$ cat config.mk
export PLATFORM = sky130hd
export DESIGN_NAME = uart_rx
export DESIGN_NICKNAME = d
export VERILOG_FILES = /design/src/rtl/uart_pkg.sv /design/src/rtl/uart_rx_sync.sv /design/src/rtl/uart_rx.sv
export SDC_FILE = /design/constraint.sdc
export NUM_CORES = 1
export LEC_CHECK = 0
export BUFFER_PORTS_ARGS = -buffer_cell sky130_fd_sc_hd__buf_2
export CORE_UTILIZATION = 52
export CTS_CLUSTER_SIZE = 25
export DETAILED_ROUTE_END_ITERATION = 10
export GPL_TIMING_DRIVEN = 1
export PLACE_DENSITY_LB_ADDON = 0.15
export SLEW_MARGIN = 0
export SYNTH_ARGS = -nofsm -noshare
export SYNTH_HDL_FRONTEND = slang
export SYNTH_SLANG_ARGS = --single-unit
$ cat constraint.sdc
create_clock -name clk -period 1.7 [get_ports clk]
set_input_delay 0.34 -clock clk [delete_from_list [all_inputs] [get_ports clk]]
set_output_delay 0.34 -clock clk [all_outputs]
set_load 0.01 [all_outputs]
$ cat src/rtl/uart_pkg.sv
// Shared UART types and constants: receiver state encoding, oversampling ratio,
// parity selection and data-width decode.
package uart_pkg;

  typedef enum logic [2:0] {
    IDLE,
    START,
    DATA,
    PARITY,
    STOP
  } rx_state_t;

  localparam logic        PARITY_EVEN = 1'b0;
  localparam logic        PARITY_ODD  = 1'b1;
  localparam int unsigned OVERSAMPLE  = 16;

  // 00=5, 01=6, 10=7, 11=8 data bits
  function automatic logic [3:0] num_data_bits(input logic [1:0] data_bit_num);
    return 4'd5 + {2'b00, data_bit_num};
  endfunction

endpackage

$ cat src/rtl/uart_rx_sync.sv
// Metastability synchronizer for the asynchronous serial input; resets to the
// idle-high line level so no false start edge appears out of reset.
module uart_rx_sync #(
  parameter int unsigned SYNC_STAGES = 2
) (
  input  logic clk,
  input  logic rst_n,
  input  logic d_i,
  output logic q_o
);

  logic [SYNC_STAGES-1:0] sync_q;

  always_ff @(posedge clk or negedge rst_n) begin
    if (!rst_n) sync_q <= '1;
    else        sync_q <= {sync_q[SYNC_STAGES-2:0], d_i};
  end

  assign q_o = sync_q[SYNC_STAGES-1];

endmodule

$ cat src/rtl/uart_rx.sv
// UART receiver: 16x oversampled frame recovery (5-8 data bits, optional parity,
// 1-2 stop bits) feeding a one-entry valid/ready buffer with rts_n flow control.
module uart_rx
  import uart_pkg::*;
#(
  parameter int unsigned SYNC_STAGES = 2
) (
  input  logic       clk,
  input  logic       rst_n,
  input  logic       tick,
  input  logic       rx,
  input  logic [1:0] data_bit_num,
  input  logic       stop_bit_num,
  input  logic       parity_en,
  input  logic       parity_type,
  input  logic       rx_ready,
  output logic [7:0] rx_data,
  output logic       rx_valid,
  output logic       parity_err,
  output logic       frame_err,
  output logic       overrun_err,
  output logic       rts_n
);

  localparam logic [3:0] SAMPLE_CNT = 4'(OVERSAMPLE - 1);
  localparam logic [3:0] HALF_CNT   = 4'(OVERSAMPLE / 2 - 1);

  logic       rxs;
  rx_state_t  state_q, state_d;
  logic [3:0] tick_cnt_q, tick_cnt_d;
  logic [2:0] bit_cnt_q, bit_cnt_d;
  logic       stop_cnt_q, stop_cnt_d;
  logic [7:0] shift_q, shift_d;
  logic       par_err_q, par_err_d;
  logic       stop_err_q, stop_err_d;
  logic       armed_q, armed_d;
  logic [1:0] dbn_q, dbn_d;
  logic       stop2_q, stop2_d;
  logic       pen_q, pen_d;
  logic       ptype_q, ptype_d;

  logic       sample, last_data, frame_done, frame_err_new;

  logic [7:0] rx_data_q;
  logic       rx_valid_q, parity_err_q, frame_err_q, overrun_q;

  uart_rx_sync #(.SYNC_STAGES(SYNC_STAGES)) u_sync (
    .clk   (clk),
    .rst_n (rst_n),
    .d_i   (rx),
    .q_o   (rxs)
  );

  always_ff @(posedge clk or negedge rst_n) begin
    if (!rst_n) begin
      state_q    <= IDLE;
      tick_cnt_q <= '0;
      bit_cnt_q  <= '0;
      stop_cnt_q <= 1'b0;
      shift_q    <= '0;
      par_err_q  <= 1'b0;
      stop_err_q <= 1'b0;
      armed_q    <= 1'b0;
      dbn_q      <= '0;
      stop2_q    <= 1'b0;
      pen_q      <= 1'b0;
      ptype_q    <= PARITY_EVEN;
    end else begin
      state_q    <= state_d;
      tick_cnt_q <= tick_cnt_d;
      bit_cnt_q  <= bit_cnt_d;
      stop_cnt_q <= stop_cnt_d;
      shift_q    <= shift_d;
      par_err_q  <= par_err_d;
      stop_err_q <= stop_err_d;
      armed_q    <= armed_d;
      dbn_q      <= dbn_d;
      stop2_q    <= stop2_d;
      pen_q      <= pen_d;
      ptype_q    <= ptype_d;
    end
  end

  always_comb begin
    state_d    = state_q;
    tick_cnt_d = tick_cnt_q;
    bit_cnt_d  = bit_cnt_q;
    stop_cnt_d = stop_cnt_q;
    shift_d    = shift_q;
    par_err_d  = par_err_q;
    stop_err_d = stop_err_q;
    armed_d    = armed_q;
    dbn_d      = dbn_q;
    stop2_d    = stop2_q;
    pen_d      = pen_q;
    ptype_d    = ptype_q;
    if (tick) begin
      unique case (state_q)
        IDLE: begin
          if (armed_q && !rxs) begin
            state_d    = START;
            tick_cnt_d = '0;
            shift_d    = '0;
            par_err_d  = 1'b0;
            stop_err_d = 1'b0;
            dbn_d      = data_bit_num;
            stop2_d    = stop_bit_num;
            pen_d      = parity_en;
            ptype_d    = parity_type;
          end else if (rxs) begin
            armed_d = 1'b1;
          end
        end
        START: begin
          if (tick_cnt_q == HALF_CNT) begin
            tick_cnt_d = '0;
            bit_cnt_d  = '0;
            state_d    = rxs ? IDLE : DATA;
          end else begin
            tick_cnt_d = tick_cnt_q + 4'd1;
          end
        end
        DATA: begin
          tick_cnt_d = tick_cnt_q + 4'd1;
          if (sample) begin
            shift_d[bit_cnt_q] = rxs;
            if (last_data) begin
              state_d    = pen_q ? PARITY : STOP;
              stop_cnt_d = 1'b0;
            end else begin
              bit_cnt_d = bit_cnt_q + 3'd1;
            end
          end
        end
        PARITY: begin
          tick_cnt_d = tick_cnt_q + 4'd1;
          if (sample) begin
            par_err_d  = ((^shift_q) ^ rxs) != ptype_q;
            state_d    = STOP;
            stop_cnt_d = 1'b0;
          end
        end
        STOP: begin
          tick_cnt_d = tick_cnt_q + 4'd1;
          if (sample) begin
            if (!rxs) stop_err_d = 1'b1;
            if (stop_cnt_q == stop2_q) begin
              // Staying armed after a clean stop lets a start edge on the very next tick begin a frame.
              state_d = IDLE;
              armed_d = rxs && !stop_err_q;
            end else begin
              stop_cnt_d = 1'b1;
            end
          end
        end
        default: state_d = IDLE;
      endcase
    end
  end

  always_comb begin
    sample        = tick && (tick_cnt_q == SAMPLE_CNT);
    last_data     = ({1'b0, bit_cnt_q} == (num_data_bits(dbn_q) - 4'd1));
    frame_done    = sample && (state_q == STOP) && (stop_cnt_q == stop2_q);
    frame_err_new = stop_err_q | ~rxs;
  end

  always_ff @(posedge clk or negedge rst_n) begin
    if (!rst_n) begin
      rx_data_q    <= '0;
      rx_valid_q   <= 1'b0;
      parity_err_q <= 1'b0;
      frame_err_q  <= 1'b0;
      overrun_q    <= 1'b0;
    end else begin
      overrun_q <= 1'b0;
      if (frame_done) begin
        if (!rx_valid_q || rx_ready) begin
          rx_data_q    <= shift_q;
          parity_err_q <= par_err_q;
          frame_err_q  <= frame_err_new;
          rx_valid_q   <= 1'b1;
        end else begin
          overrun_q <= 1'b1;
        end
      end else if (rx_valid_q && rx_ready) begin
        rx_valid_q <= 1'b0;
      end
    end
  end

  assign rx_data     = rx_data_q;
  assign rx_valid    = rx_valid_q;
  assign parity_err  = parity_err_q;
  assign frame_err   = frame_err_q;
  assign overrun_err = overrun_q;
  assign rts_n       = rx_valid_q;

endmodule

==> qor.yml <==
finalNonFillerCells: 303
setup_viol: 0
fmax_mhz: 595.3
dieArea_mm2: 0.004482
synth_flop_cell: "dfrtp_1"
cp.required_ns: 1.88
post-route-period-util_pct: 98.81
ant_nets: 0
antenna_found_initial: 0
syn-cell-area_mm2: 0.002193
diodes: 0
period_minus_slack_ns: 1.680
fin_total_pwr_mw: 3.347
dpl_worst_slack_ns: -0.04384
nets: 264
worstMarginPinSlew_ns: 0.5048
overflow: 0
synth_edf_count: 0
grt_pass1_vias: 1647
ys_seq_area_share_pct: 46.89
drive_above_1_share_pct: 40.32
initial_core_util_pct: 54.44
viasPerCell: 5.663
rr_startpoint: "state_q[1]"
grt_max_degree: 23
crit_type: "reg2reg"
fin_area_mm2: 0.002709
ys_top_cells_by_area: "dfrtp_1 (44%), mux2_4 (10%), o21ai_0 (5.9%)"
postSynth.asyncResetShare_pct: 100.0
status: "complete, but fails checks"
cts.path.max_buffers: 2
clk_latency_ns: 0.30
setup_tns_ns: 0
cts_tree: "yes"
cp_max_fo: 3
die_x_um: 66.95
slew_viol_final: 0
ctsHoldBuffers: 0
whs_ns: -0.006468
gp_congestion: 0.8821
rows: 23
io_buffer_count: 22
vias: 1716
first_pass_iters: 4
routedWlPerCell_um: 15.78
crit_family: "compound AO/OA/AOI/OAI gates"
relSlewSlack_pct: 66.35
reg2reg_slack_ns: 0.02
postLayoutCoreUtil_pct: 67.24
cts_root_buf: "clkbuf_8"
r2r_end: "state_q[2]"
critical_path_arrival_ns: 1.86
dp_cells: 290
ys_ff_latch: 41
dp_hpwl_um: 3361
hold_class: "in2async"
cts_buffers: 5
skew_ns: 0.008895
syn-num-nets: 216
slowest_delay_ns: 0.41
end_kind: "flip-flop"
cellPowerDensity_mw_per_mm2: 1236
synth_commonest_cells: "dfrtp_1 (39), o21ai_0 (26), mux2_4 (15), nand2_1 (15), xnor2_1 (11)"
htreeDepth: 2
path_cells: "or3b_4 -> a31oi_2 -> a21oi_2 -> o21ai_2 -> mux2_4"
rsz0062_at_grt: "true"
grt_pass1_wl_um: 7872
maxCapViolCount: 0
die_h_um: 66.95
setup_slack_ns: 0.02024
drc: 0
crit_cells: 5
syn_inst: 204
cp_num_buf_inv: 0
peakVddDrop_v: 0.0007046
synth_area_per_cell_um2: 10.75
post_dp_cell_area_mm2: 0.002487
core_area_mm2: 0.004029
path_clk_slew_ns: 0.09
cts.sinks: 41
synth_top_cell_by_area: "dfrtp_1"
cp-startpoint: "state_q[1]"
synth.most_common_cell: "dfrtp_1"
slowest_stage: "dfrtp_1"
synth_top_area_share_pct: 44.50
grt_usage_pct: 24.19
violations: "negative hold slack"
drt-initial-drc-count: 97
area_growth_pct: 23.50
hold_viol: 5
boundaryPins: 23
p_leak_nw: 1.337
yosysUniqueCellTypes: 49
rr_worst_depth: 5
ys.warnings.count: 0
cp-start-kind: "flip-flop"
wirelength_um: 4782
[report_power, final]
part,switching (mW),internal [mW],total (mW)
Sequential,0.123,1.11,1.24
Clock,0.362,0.440,0.801
Combinational,0.637,0.671,1.31
Total,1.12,2.23,3.35
[how the worst max path moves through the flow]
stage / end
6_report: state_q[2]
5_1_grt: state_q[1]
4_1_cts: rx_data[2]
3_5_place_dp: state_q[1]
3_3_place_gp: state_q[1]
2_1_floorplan: state_q[1]
[cell type report]
type	count	area (µm²)
fill	323	1320
multi-input combinational	145	1137
sequential	41	1028
timing repair buffer	52	339.1
clock buffer	5	68.82
tap	50	62.56
clock inverter	3	46.29
inverter	7	26.28
[layout by cell type (no fill, tap or decap), types with 2 or more instances in the layout]
cell / instances
o21ai_1: 4
nor2_2: 2
o22ai_1: 2
a21oi_1: 5
nand4_1: 2
buf_4: 29
a22o_1: 2
buf_2: 22
o21ai_0: 22
nor3_1: 3
nand2_1: 15
o21a_1: 2
clkbuf_8: 5
dfstp_2: 2
xnor2_1: 10
nand2b_4: 3
inv_1: 7
nand3_1: 5
nor2b_1: 2
nor2_1: 8
nand2b_1: 4
mux2_4: 17
nand3b_1: 2
dfrtp_1: 39
a31oi_1: 6
[per-layer routing]
layer  share of wire (%)  vias to the layer above  GRT usage (%)
met5                   0                        -              0
met2                  49                       41          39.27
met4                 1.7                        0          9.574
met1                  46                      841          31.16
met3                 4.0                        9          5.137
li1                    -                      825              -
[worst reg2reg max path, delay by kind of cell (launching register included)]
kind	cells	cell delay (ns)
compound gates	3	0.42
simple gates	1	0.41
mux	1	0.32
flops	1	0.41
[repair_timing]
| action | 4_1_cts | 5_1_grt |
|---|---|---|
| pin swaps | 1 | 2 |
| resized for setup | 7 | 14 |
| setup buffers | 2 | 3 |
| cloned | 1 | 0 |
| endpoints found under the setup margin | 13 | 27 |
[kinds of logic after synthesis]
family,synth area share [%]
buffers and inverters,4.678
DFF,46.89
AOI/OAI and AO/OA,15.00
and+or+nand+nor,15.23
adders and majority gates,1.141
muxes,12.26
xor gates and xnor gates,4.792
[registers in the layout (all words and copies together), names as in the netlist, 2 cells and up]
register,cells
rx_data,8
shift_q,8
tick_cnt_q,4
bit_cnt_q,3
state_q,3
dbn_q,2
u_sync.sync_q,2
Power figures use the tool's default switching activity.
